==> config.mk <==
export PLATFORM = sky130hd
export DESIGN_NAME = alien_table_writer_flat
export DESIGN_NICKNAME = d
export VERILOG_FILES = /design/src/rtl/alien_table_writer_pkg.sv /design/src/rtl/alien_table_writer_if.sv /design/src/rtl/alien_slot_step.sv /design/src/rtl/alien_table_writer.sv /design/src/flat_wrapper.sv
export SDC_FILE = /design/constraint.sdc
export NUM_CORES = 2
export LEC_CHECK = 0
export CORE_ASPECT_RATIO = 2
export CORE_UTILIZATION = 58
export DETAILED_ROUTE_END_ITERATION = 7
export PLACE_DENSITY_LB_ADDON = 0.08
export SETUP_SLACK_MARGIN = 0.5
export SKIP_CTS_REPAIR_TIMING = 1
export SLEW_MARGIN = 20
export SYNTH_ARGS = -nofsm -noshare
export SYNTH_HDL_FRONTEND = slang
export SYNTH_SLANG_ARGS = --single-unit
==> constraint.sdc <==
create_clock -name clk_100MHz -period 28.7 [get_ports clk_100MHz]
set_input_delay 8.61 -clock clk_100MHz [delete_from_list [all_inputs] [get_ports clk_100MHz]]
set_output_delay 8.61 -clock clk_100MHz [all_outputs]
set_load 0.01 [all_outputs]
==> src/rtl/alien_table_writer_pkg.sv <==
// rtl/alien_table_writer_pkg.sv - shared alien object table types and constants
package alien_table_writer_pkg;

  localparam int OBJ_LIMIT = 16;
  localparam int IDX_W     = 4;
  localparam int TIMER_W   = 4;
  localparam int CNT_W     = 8;

  localparam logic [1:0] FRAME_ALIVE0   = 2'd0;
  localparam logic [1:0] FRAME_ALIVE1   = 2'd1;
  localparam logic [1:0] FRAME_EXPLODE0 = 2'd2;
  localparam logic [1:0] FRAME_EXPLODE1 = 2'd3;

  typedef struct packed {
    logic       _valid;
    logic [3:0] _r;
    logic [7:0] _theta;
    logic [1:0] _type;
    logic [1:0] _frame_num;
  } AlienData;

  typedef enum logic [1:0] {
    ST_IDLE   = 2'd0,
    ST_SWEEP  = 2'd1,
    ST_COMMIT = 2'd2
  } sweep_state_t;

  function automatic logic is_alive(input AlienData s);
    return s._valid && (s._frame_num <= FRAME_ALIVE1);
  endfunction

endpackage

==> src/rtl/alien_table_writer_if.sv <==
// rtl/alien_table_writer_if.sv - spawn/kill request handshakes between game logic and the table
interface alien_table_writer_if;
  import alien_table_writer_pkg::*;

  logic             spawn_valid;
  logic             spawn_ready;
  logic [1:0]       spawn_type;
  logic [7:0]       spawn_theta;
  logic             kill_valid;
  logic             kill_ready;
  logic [IDX_W-1:0] kill_idx;
  logic             kill_hit;

  modport master (
    output spawn_valid, spawn_type, spawn_theta, kill_valid, kill_idx,
    input  spawn_ready, kill_ready, kill_hit
  );

  modport slave (
    input  spawn_valid, spawn_type, spawn_theta, kill_valid, kill_idx,
    output spawn_ready, kill_ready, kill_hit
  );

endinterface

==> src/rtl/alien_slot_step.sv <==
// rtl/alien_slot_step.sv - combinational per-frame advance of one alien slot
module alien_slot_step
  import alien_table_writer_pkg::*;
#(
  parameter int EXPLODE_FRAMES = 6
) (
  input  AlienData             i_slot,
  input  logic [TIMER_W-1:0]   i_timer,
  input  logic                 i_step_due,
  input  logic                 i_anim_due,
  output AlienData             o_slot,
  output logic [TIMER_W-1:0]   o_timer,
  output logic                 o_breach
);

  always_comb begin
    o_slot   = i_slot;
    o_timer  = i_timer;
    o_breach = 1'b0;
    if (i_slot._valid) begin
      if (i_slot._frame_num <= FRAME_ALIVE1) begin
        if (i_step_due && (i_slot._r == 4'd0)) begin
          o_slot   = '0;
          o_timer  = '0;
          o_breach = 1'b1;
        end else begin
          if (i_step_due) o_slot._r = i_slot._r - 4'd1;
          if (i_anim_due) o_slot._frame_num = i_slot._frame_num ^ 2'b01;
        end
      end else if (i_timer == TIMER_W'(EXPLODE_FRAMES - 1)) begin
        // Final tick of an explosion frame: advance to the next frame or free the slot
        o_timer = '0;
        if (i_slot._frame_num == FRAME_EXPLODE0) o_slot._frame_num = FRAME_EXPLODE1;
        else                                     o_slot = '0;
      end else begin
        o_timer = i_timer + TIMER_W'(1);
      end
    end
  end

endmodule

==> src/rtl/alien_table_writer.sv <==
// rtl/alien_table_writer.sv - owns the alien shadow table, sweeps it once per frame, publishes it
module alien_table_writer
  import alien_table_writer_pkg::*;
#(
  parameter int STEP_FRAMES    = 4,
  parameter int ANIM_FRAMES    = 8,
  parameter int EXPLODE_FRAMES = 6
) (
  input  logic                 clk_100MHz,
  input  logic                 rst,
  input  logic                 frame_tick,
  alien_table_writer_if.slave  bus,
  output logic                 breach,
  output logic                 tick_overrun,
  output logic [4:0]           alive_count,
  output AlienData             obj_data [0:OBJ_LIMIT-1]
);

  sweep_state_t       r_state, w_state_nxt;
  AlienData           r_shadow [0:OBJ_LIMIT-1];
  logic [TIMER_W-1:0] r_timer  [0:OBJ_LIMIT-1];
  logic [IDX_W-1:0]   r_idx;
  logic [CNT_W-1:0]   r_step_cnt, r_anim_cnt;
  logic               r_step_due, r_anim_due;
  logic               r_breach, r_overrun, r_kill_hit;
  logic [4:0]         r_alive;

  logic               w_start, w_sweep_en, w_commit_en, w_idle_open;
  logic               w_free_found;
  logic [IDX_W-1:0]   w_free_idx;
  logic               w_spawn_fire, w_kill_fire;
  logic               w_step_wrap, w_anim_wrap;
  AlienData           w_slot_nxt;
  logic [TIMER_W-1:0] w_timer_nxt;
  logic               w_slot_breach;

  always_ff @(posedge clk_100MHz or posedge rst) begin
    if (rst) r_state <= ST_IDLE;
    else     r_state <= w_state_nxt;
  end

  always_comb begin
    w_state_nxt = r_state;
    w_start     = 1'b0;
    w_sweep_en  = 1'b0;
    w_commit_en = 1'b0;
    w_idle_open = 1'b0;
    case (r_state)
      ST_IDLE: begin
        w_idle_open = !frame_tick;
        if (frame_tick) begin
          w_start     = 1'b1;
          w_state_nxt = ST_SWEEP;
        end
      end
      ST_SWEEP: begin
        w_sweep_en = 1'b1;
        if (r_idx == IDX_W'(OBJ_LIMIT - 1)) w_state_nxt = ST_COMMIT;
      end
      ST_COMMIT: begin
        w_commit_en = 1'b1;
        w_state_nxt = ST_IDLE;
      end
      default: w_state_nxt = ST_IDLE;
    endcase
  end

  // Descending scan so the lowest free slot wins
  always_comb begin
    w_free_found = 1'b0;
    w_free_idx   = '0;
    for (int i = OBJ_LIMIT - 1; i >= 0; i--) begin
      if (!r_shadow[i]._valid) begin
        w_free_found = 1'b1;
        w_free_idx   = IDX_W'(i);
      end
    end
  end

  assign bus.spawn_ready = !rst && w_idle_open && w_free_found;
  assign bus.kill_ready  = !rst && w_idle_open;
  assign bus.kill_hit    = r_kill_hit;
  assign w_spawn_fire    = bus.spawn_valid && bus.spawn_ready;
  assign w_kill_fire     = bus.kill_valid && bus.kill_ready;
  assign w_step_wrap     = (r_step_cnt == CNT_W'(STEP_FRAMES - 1));
  assign w_anim_wrap     = (r_anim_cnt == CNT_W'(ANIM_FRAMES - 1));

  alien_slot_step #(.EXPLODE_FRAMES(EXPLODE_FRAMES)) u_slot_step (
    .i_slot     (r_shadow[r_idx]),
    .i_timer    (r_timer[r_idx]),
    .i_step_due (r_step_due),
    .i_anim_due (r_anim_due),
    .o_slot     (w_slot_nxt),
    .o_timer    (w_timer_nxt),
    .o_breach   (w_slot_breach)
  );

  always_ff @(posedge clk_100MHz or posedge rst) begin
    if (rst) begin
      r_shadow   <= '{default: '0};
      r_timer    <= '{default: '0};
      obj_data   <= '{default: '0};
      r_idx      <= '0;
      r_step_cnt <= '0;
      r_anim_cnt <= '0;
      r_step_due <= 1'b0;
      r_anim_due <= 1'b0;
      r_alive    <= '0;
      r_breach   <= 1'b0;
      r_overrun  <= 1'b0;
      r_kill_hit <= 1'b0;
    end else begin
      r_breach   <= 1'b0;
      r_kill_hit <= 1'b0;
      r_overrun  <= frame_tick && (r_state != ST_IDLE);
      if (w_start) begin
        r_idx      <= '0;
        r_step_due <= w_step_wrap;
        r_anim_due <= w_anim_wrap;
        r_step_cnt <= w_step_wrap ? '0 : r_step_cnt + CNT_W'(1);
        r_anim_cnt <= w_anim_wrap ? '0 : r_anim_cnt + CNT_W'(1);
      end
      if (w_sweep_en) begin
        r_shadow[r_idx] <= w_slot_nxt;
        r_timer[r_idx]  <= w_timer_nxt;
        r_breach        <= w_slot_breach;
        r_idx           <= r_idx + IDX_W'(1);
        if (r_shadow[r_idx]._valid && !w_slot_nxt._valid) r_alive <= r_alive - 5'd1;
      end
      if (w_commit_en) obj_data <= r_shadow;
      // Spawn targets a free slot and kill an alive one, so they never collide
      if (w_spawn_fire) begin
        r_shadow[w_free_idx] <= '{_valid: 1'b1, _r: 4'd15, _theta: bus.spawn_theta,
                                  _type: bus.spawn_type, _frame_num: FRAME_ALIVE0};
        r_timer[w_free_idx]  <= '0;
        r_alive              <= r_alive + 5'd1;
      end
      if (w_kill_fire && is_alive(r_shadow[bus.kill_idx])) begin
        r_shadow[bus.kill_idx]._frame_num <= FRAME_EXPLODE0;
        r_timer[bus.kill_idx]             <= '0;
        r_kill_hit                        <= 1'b1;
      end
    end
  end

  assign breach       = r_breach;
  assign tick_overrun = r_overrun;
  assign alive_count  = r_alive;

endmodule

==> src/flat_wrapper.sv <==
// flat-port wrapper written by rule: the top's interface ports become plain ports
module alien_table_writer_flat import alien_table_writer_pkg::*;
#(
  parameter int STEP_FRAMES    = 4,
  parameter int ANIM_FRAMES    = 8,
  parameter int EXPLODE_FRAMES = 6
)
  (clk_100MHz, rst, frame_tick, breach, tick_overrun, alive_count, obj_data, bus_spawn_valid, bus_spawn_type, bus_spawn_theta, bus_kill_valid, bus_kill_idx, bus_spawn_ready, bus_kill_ready, bus_kill_hit);
  alien_table_writer_if bus_i ();
  input  logic clk_100MHz;
  input  logic rst;
  input  logic frame_tick;
  output logic breach;
  output logic tick_overrun;
  output logic [4:0] alive_count;
  output AlienData obj_data[0:OBJ_LIMIT-1];
  input wire logic [$bits(bus_i.spawn_valid)-1:0] bus_spawn_valid;
  input wire logic [$bits(bus_i.spawn_type)-1:0] bus_spawn_type;
  input wire logic [$bits(bus_i.spawn_theta)-1:0] bus_spawn_theta;
  input wire logic [$bits(bus_i.kill_valid)-1:0] bus_kill_valid;
  input wire logic [$bits(bus_i.kill_idx)-1:0] bus_kill_idx;
  output wire logic [$bits(bus_i.spawn_ready)-1:0] bus_spawn_ready;
  output wire logic [$bits(bus_i.kill_ready)-1:0] bus_kill_ready;
  output wire logic [$bits(bus_i.kill_hit)-1:0] bus_kill_hit;
  assign bus_i.spawn_valid = bus_spawn_valid;
  assign bus_i.spawn_type = bus_spawn_type;
  assign bus_i.spawn_theta = bus_spawn_theta;
  assign bus_i.kill_valid = bus_kill_valid;
  assign bus_i.kill_idx = bus_kill_idx;
  assign bus_spawn_ready = bus_i.spawn_ready;
  assign bus_kill_ready = bus_i.kill_ready;
  assign bus_kill_hit = bus_i.kill_hit;
  alien_table_writer #(.STEP_FRAMES(STEP_FRAMES), .ANIM_FRAMES(ANIM_FRAMES), .EXPLODE_FRAMES(EXPLODE_FRAMES)) u_core (.clk_100MHz(clk_100MHz), .rst(rst), .frame_tick(frame_tick), .bus(bus_i), .breach(breach), .tick_overrun(tick_overrun), .alive_count(alive_count), .obj_data(obj_data));
endmodule
Word-level counts from Yosys, hierarchy flattened. Cells that the tools add are included.

Output and inout bits: 282. Input bits: 19. Word-level logic and storage cells: 339. Register bits: 640.

Order comparisons: 8. Add/sub/neg operators: 7. Bitwise logic cells: 8. Mux-type cells: 98. Equality and inequality tests: 9. Reduce and logical (&&, ||, !) cells: 23.

Operators by type and width (count): $bwmux 272 (3); $mux 272 (3); $demux 17 s4 (3); $mux 64 (3); $mux 17 (9); $bmux 17 s4 (2); $and 64x64->64 (2); $not 64->64 (2); $mux 4 (29); $bwmux 64 (1); $demux 4 s4 (3); $mux 1 (28); $add 8x1->8 const B (2); $bmux 4 s4 (1); $mux 8 (2); $ge 5x5->1 const B (3); $lt 5x1->1 const B (3); $mux 15 (1); $mux 5 (3); $not 4->5 (3); $logic_and 1x1->1 (12); $mux 10 (1); $mux 2 (5); $add 4x1->4 const B (2); other kinds (19) (27).

Depth between registers and ports, before layout.
Depth in word-level cells: 26. Depth in mapped cells: 16. Gate-level depth less buffers: 12.

Cells and area by module. From an unflattened synthesis, not the netlist that was laid out.

Cell total of the unflattened synthesis: 2476. Area total of the unflattened synthesis: 30085.1 µm².

By module, submodules not included: alien_table_writer (area each 29659.7 µm², sequential area each 16015.4 µm², instances 1, cells an instance 2410); alien_slot_step (area each 425.4 µm², sequential area each 0.0 µm², instances 1, cells an instance 66).

Least setup slack after synthesis. No wires, ideal clock.

Path type: input port to output port. From: input frame_tick. To: output bus_spawn_ready. Data required time: 20.090 ns. Arrival time: 9.248 ns. Path slack: 10.842 ns. Path buffers: 0. Cell stages on the path: 2. Path through: nor4_4 > nor2b_1.

Cells in the longest elaborated chain, start to end: 4.

RTL lines: from (decl) (RTL line flat_wrapper.sv:12) `input logic frame_tick;`; $logic_not 1->1 (RTL line alien_table_writer.sv:50) `w_idle_open = !frame_tick;`; $mux 1 (RTL line alien_table_writer.sv:48) `case (r_state)`; $logic_and 1x1->1 (2 in series) (RTL line alien_table_writer.sv:80) `assign bus.spawn_ready = !rst && w_idle_open && w_free_found;`; to (decl) (RTL line flat_wrapper.sv:22) `output wire logic [$bits(bus_i.spawn_ready)-1:0] bus_spawn_ready;`.

Every way passes these cells.

Worst setup path after layout. Ends and elaborated chain as after synthesis.

==> run summary <==
For the initial antenna violation count, the log shows 3. The first TritonRoute pass finished after 8 iterations. The logs give 0.06592 for the met3 capacity usage during global routing and 23617 for the number of global-route vias before repair. The arrival time of data at the critical path endpoint is 10.54 ns, and the total routing usage reported by global routing is 0.3798. The most numerous cell on the critical path was sky130_fd_sc_hd__clkdlybuf4s50_1. The count of maximum capacitance violations was 0. The logs give 0 for the final-report max-slew violation count and 301 for the number of top-level pins. The floorplan has 118 rows.

The post-synthesis mux area share is 0.2054, and the global-route met2 utilization is 0.6097. The final worst-path cycle share came out at 0.6674. The compound-gate portion of the synthesized area was 0.1248. The number of nets handed over by synthesis was 2586. In this run the static leakage power is 0.01391 uW.

IR analysis of the VDD net gives a maximum drop of 80.17 uV. After filler insertion, the fill cell instance count of the layout stands at 3826. The die is 163.4 um wide.

The logs give 0.5850 for the starting utilization of the core area and 0.63 ns for the clock insertion delay at the later pin of the skew report. The tools report the sort of element at the start of the critical path as an input pin. The tools report the worst slew margin relative to its limit as 0.2008. The area of the core came out at 51670 sq um. The final hold violation count was 0. The total number of H-tree levels is 2.

Synthesis inferred 640 register bits. The minimum clock period works out to 19.15 ns. The run gives 9.546 ns as the final worst-path setup slack. The largest net degree at the start of global routing is 164. The sequential cells in the finished layout cover a total of 16020 sq um. The number of clock buffers added by TritonCTS is 53.

In this design, the stage delay of the slowest critical-path cell is 0.66 ns. In this run the worst hold path is classified as reg -> reg. The transition time of the tightest slew-check pin was 1.195 ns; the adder-cell area share of the yosys netlist was 0.006043. At the placement stage, the worst setup path has a slack of 9.581 ns.

The total length of routed wires is 98120 um. After technology mapping, the gate count stands at 2553. The routed layout has 22971 vias.

The average instance in the mapped netlist occupies 11.84 sq um. The xor and xnor fraction of the mapped netlist area works out to 0.004635. The slowest cell on the critical path was sky130_fd_sc_hd__clkdlybuf4s50_1. The run gives 2800 as the count of nets after finishing. The post-synthesis simple-gate area fraction works out to 0.09643. The tools report the capturing element type of the critical path as an output port. Number of enable flip-flop cells after synthesis: 0. The clock net in this run drives a total of 640 sinks. The number of design-rule violations left by the first detailed-router iteration was 2399; the aggregate negative setup slack was 0 ns.

The run finished with clean final reports. The peak-usage layer in the global routing report was met2. Setup repair after global routing left no endpoint under its margin. The root buffer cell is sky130_fd_sc_hd__clkbuf_16. After detailed routing, the number of remaining DRC violations is 0.

Based on the critical path, the design can be clocked at up to 0.05221 GHz. In this run the remaining antenna-violating nets after routing total 0. The HPWL after detailed placement is 66580 um. Fraction of layout cells with a size suffix above 1: 0.2190. The mapped netlist covers 30230 sq um. Among all flip-flop cells after synthesis, the most frequent one is sky130_fd_sc_hd__dfrtp_1. TritonCTS built the clock tree. By area, the combinational part of the netlist is dominated by multiplexers.

Data on the critical path is required at its endpoint by 20.09 ns. For the worst flop-to-flop path, the logic depth is 12. The total power divided by cell area was 121.5 nW/um^2; the worst-case clock skew was 0.02852 ns. Core occupancy in the finished layout: 0.6881. Input and output buffers added on the ports amount to 300.

Walking the worst path, the cells encountered are clkdlybuf4s50_1 -> nor4_4 -> nor2b_1 -> clkdlybuf4s50_1. The synthesized netlist contains 82 unique library cells. After detailed routing, the average wire length per cell comes to 28.28 um. Summing all multi-input logic gate instances after layout gives 13320 sq um. Summed over all layers, the global routing overflow is 0.

The first global-routing pass estimated 148900 um of wire. In this run the deepest clock path goes through 3 buffers. At the end of routability-driven placement, the weighted congestion stood at 0.9483.

Worst hold path stage count: 1. The largest fanout on the critical path is 7, and the number of warnings reported in the yosys synthesis log is 0. The synthesis-to-layout area growth was 17.61%; the overall die area was 53100 sq um. Using the TritonRoute via totals, the vias-per-cell ratio works out to 6.622.

The run gives 0 as the final setup violation count. The run gives 22.82 ns as the minimum setup slack among reg-to-reg paths. From bottom edge to top edge, the die measures 324.9 um. The proportion of synthesized chip area in sequential cells is 0.5298, and the share of flip-flops with an asynchronous set or reset is 1.000. The fraction of met1 tracks used by global routing is 0.4607. The critical path is of the in -> out type. The clock slew seen by the registers of the worst setup and hold paths came out at 0.07 ns.
==> area by class of cell <==
cell class | count | area share
Clock inverter | 24 | 0.009853
Inverter | 17 | 0.002006
Tap cell | 660 | 0.02323
Clock buffer | 72 | 0.04244
Timing Repair Buffer | 356 | 0.09705
Sequential cell | 640 | 0.4507
Antenna cell | 1 | 0.00007038
Multi-Input combinational cell | 1699 | 0.3747
==> layout by cell type, fill, tap and decap left out, types with 23 or more instances in the layout <==
cell	n
sky130_fd_sc_hd__o21a_1	40
sky130_fd_sc_hd__nand2_1	265
sky130_fd_sc_hd__mux4_2	64
sky130_fd_sc_hd__a31oi_1	29
sky130_fd_sc_hd__nor2b_1	24
sky130_fd_sc_hd__mux2_2	345
sky130_fd_sc_hd__dfrtp_1	637
sky130_fd_sc_hd__nor2_1	231
sky130_fd_sc_hd__and3_1	34
sky130_fd_sc_hd__o211ai_1	59
sky130_fd_sc_hd__mux4_1	23
sky130_fd_sc_hd__mux2i_1	24
sky130_fd_sc_hd__clkbuf_16	54
sky130_fd_sc_hd__a211oi_1	82
sky130_fd_sc_hd__a21oi_1	96
sky130_fd_sc_hd__clkdlybuf4s50_1	300
sky130_fd_sc_hd__buf_4	51
sky130_fd_sc_hd__nand3_1	29
sky130_fd_sc_hd__o21ai_0	90
==> path summary, 6_finish.rpt <==
path	start	end
max	frame_tick	bus_spawn_ready
min	u_core.alive_count[4]	u_core.alive_count[4]
max reg2reg	u_core.r_idx[0]	u_core.r_timer[27]
min reg2reg	u_core.alive_count[4]	u_core.alive_count[4]
max in group asynchronous	rst	u_core.r_shadow[143]
min in group asynchronous	rst	u_core.r_shadow[251]
==> flip-flops by register name, summed over array words and instances, names as in the netlist <==
name and count:
u_core.bus.kill_hit 1, u_core.r_step_due 1, u_core.breach 1, u_core.r_step_cnt 8
u_core.obj_data 272, u_core.r_anim_due 1, u_core.r_state 2, u_core.tick_overrun 1
u_core.alive_count 5, u_core.r_idx 4, u_core.r_timer 64, u_core.r_shadow 272
u_core.r_anim_cnt 8
==> report_power, final <==
| part | total, uW | internal, uW | switching, uW |
|---|---|---|---|
| logic | 1910 | 866 | 1050 |
| registers | 1620 | 1250 | 363 |
| clock network | 789 | 442 | 347 |
==> logic make-up (layout without fill, tap and decap cells) <==
logic type | count (synthesis) | after routing
AOI/OAI and AO/OA | 545 | 545
xor gates and xnor gates | 16 | 16
adders and majority gates | 14 | 14
buffers and inverters | 214 | 469
DFF | 640 | 640
muxes | 458 | 458
other | 0 | 1
and+or+nand+nor | 666 | 666
==> routing by layer <==
layer	routed length (um)	part of all wire
met1	34970	0.36
met2	47630	0.49
met3	7789	0.079
met4	7701	0.078
met5	24	0.00024
==> stage by stage <==
| stage | total power [uW] | cells | hold WS (ns) | area, sq um |
|---|---|---|---|---|
| global placement | 3426 | 3372 | 0.4528 | 33660 |
| global route | 4511 | 3468 | 0.4992 | 35550 |
| floorplan | 2683 | 2553 | 0.4384 | 30230 |
| CTS | 4289 | 3468 | 0.4769 | 35520 |
| detailed placement | 3495 | 3372 | 0.4643 | 33660 |
| finish | 4319 | 3469 | 0.4676 | 35560 |
==> Yosys cell counts (8+ instances only) <==
master,n,area share
sky130_fd_sc_hd__nand4_1,11,0.0023
sky130_fd_sc_hd__o21ai_1,19,0.0031
sky130_fd_sc_hd__mux4_2,64,0.048
sky130_fd_sc_hd__o22ai_1,18,0.0037
sky130_fd_sc_hd__or3_1,8,0.0017
sky130_fd_sc_hd__o211ai_1,59,0.015
sky130_fd_sc_hd__nor2b_1,24,0.0050
sky130_fd_sc_hd__mux2_2,345,0.13
sky130_fd_sc_hd__or2_2,8,0.0017
sky130_fd_sc_hd__nand2b_1,10,0.0021
sky130_fd_sc_hd__nand2_1,266,0.033
sky130_fd_sc_hd__xnor2_1,12,0.0035
sky130_fd_sc_hd__buf_6,9,0.0034
sky130_fd_sc_hd__a22oi_1,15,0.0037
sky130_fd_sc_hd__o22a_1,10,0.0029
sky130_fd_sc_hd__inv_1,15,0.0019
sky130_fd_sc_hd__a211oi_1,82,0.020
sky130_fd_sc_hd__and3_1,34,0.0070
sky130_fd_sc_hd__dfrtp_1,640,0.53
sky130_fd_sc_hd__nand3_1,31,0.0051
sky130_fd_sc_hd__nor2_1,234,0.029
sky130_fd_sc_hd__a31oi_1,30,0.0062
sky130_fd_sc_hd__o21ai_0,90,0.015
sky130_fd_sc_hd__mux2i_1,24,0.0079
sky130_fd_sc_hd__o21a_1,40,0.0099
sky130_fd_sc_hd__mux4_1,23,0.020
sky130_fd_sc_hd__clkbuf_1,144,0.018
sky130_fd_sc_hd__ha_1,13,0.0054
sky130_fd_sc_hd__a2bb2oi_1,21,0.0061
sky130_fd_sc_hd__buf_2,26,0.0043
sky130_fd_sc_hd__o211ai_2,10,0.0041
sky130_fd_sc_hd__nor3_1,17,0.0028
sky130_fd_sc_hd__a21oi_1,97,0.016
==> worst max-delay path, delay by kind of cell <==
kind	cells	cell delay [ns]
buf+inv	2	1.15
simple gates	2	0.77
Note: power is estimated with default switching activity, not from simulation.
==> RTL change (same settings) <==
The 3 states of `sweep_state_t` get a one-hot encoding in 3 bits.
--- a/src/rtl/alien_table_writer_pkg.sv
+++ b/src/rtl/alien_table_writer_pkg.sv
@@ -19,10 +19,10 @@
     logic [1:0] _frame_num;
   } AlienData;
 
-  typedef enum logic [1:0] {
-    ST_IDLE   = 2'd0,
-    ST_SWEEP  = 2'd1,
-    ST_COMMIT = 2'd2
+  typedef enum logic [2:0] {
+    ST_IDLE   = 3'b001,
+    ST_SWEEP  = 3'b010,
+    ST_COMMIT = 3'b100
   } sweep_state_t;
 
   function automatic logic is_alive(input AlienData s);
Behaviour: same outputs for any inputs over 4 cycles, from zero or initial values and one cycle with rst high; so few cycles prove little.
==> RTL change against the unedited design <==
The run now fails in 5_1_grt; synthesized area shrank 0.74%.
==> RTL change: results <==
export IMPL_lastStage="5_1_grt"
export IMPL_cts_htree_levels=2
export IMPL_stop_error="[ERROR GRT-0228] Horizontal edge usage exceeds the maximum allowed. (11, 3) usage=65535 limit=3200"
export IMPL_dp_cells=3297
export IMPL_async_reset_ff_share_pct=100
export IMPL_grt_max_degree=199
export IMPL_cts_inserted_buffers=54
export IMPL_synth_seq_area_share_pct=53.5
export IMPL_synth_cell_area_um2=30000
export IMPL_dpl_hpwl_um=69800
export IMPL_synth_distinct_cells=71
export IMPL_clk_path_buf_depth=3
export IMPL_synth_fp_nets=2527
export IMPL_ys_ff_latch=641
export IMPL_synthTopCellsByArea="dfrtp_1 53%, mux2_2 12%, mux4_2 6.5%"
export IMPL_place_area_um2=33400
export IMPL_yosysWarnings=0
export IMPL_synth_ff_type="dfrtp_1"
export IMPL_io_buffers=300
export IMPL_status="aborted with a tool error"
export IMPL_syn_area_per_cell_um2=12.0
export IMPL_place_congestion=1.02
export IMPL_synthTopCellsByCount="640 x dfrtp_1, 317 x mux2_2, 245 x nand2_1"
export IMPL_root_buffer="clkbuf_16"
RTL change: changes by cell type after synthesis, moves of 28 or more:
cell and change:
o211ai_1 +51, o21a_1 +53, and3_1 -28, nor2_1 -42, mux2_2 -28, a21oi_1 -64
a22oi_1 +54
RTL change: cells by family after synthesis:
| group | after synthesis | share of synthesized area (%) |
|---|---|---|
| flops | 641 | 53.5 |
| simple gates | 585 | 8.45 |
| compound gates | 581 | 14.2 |
| mux | 437 | 19.5 |
| buf+inv | 221 | 3.32 |
| xor+xnor | 15 | 0.438 |
| fa+ha+maj | 14 | 0.609 |
RTL change: through the flow:
stage | hold WS [ns] | setup slack (ns)
floorplan | 0.442 | 2.13
global placement | 0.461 | 9.68
detailed placement | 0.467 | 9.67
CTS | 0.480 | 9.67
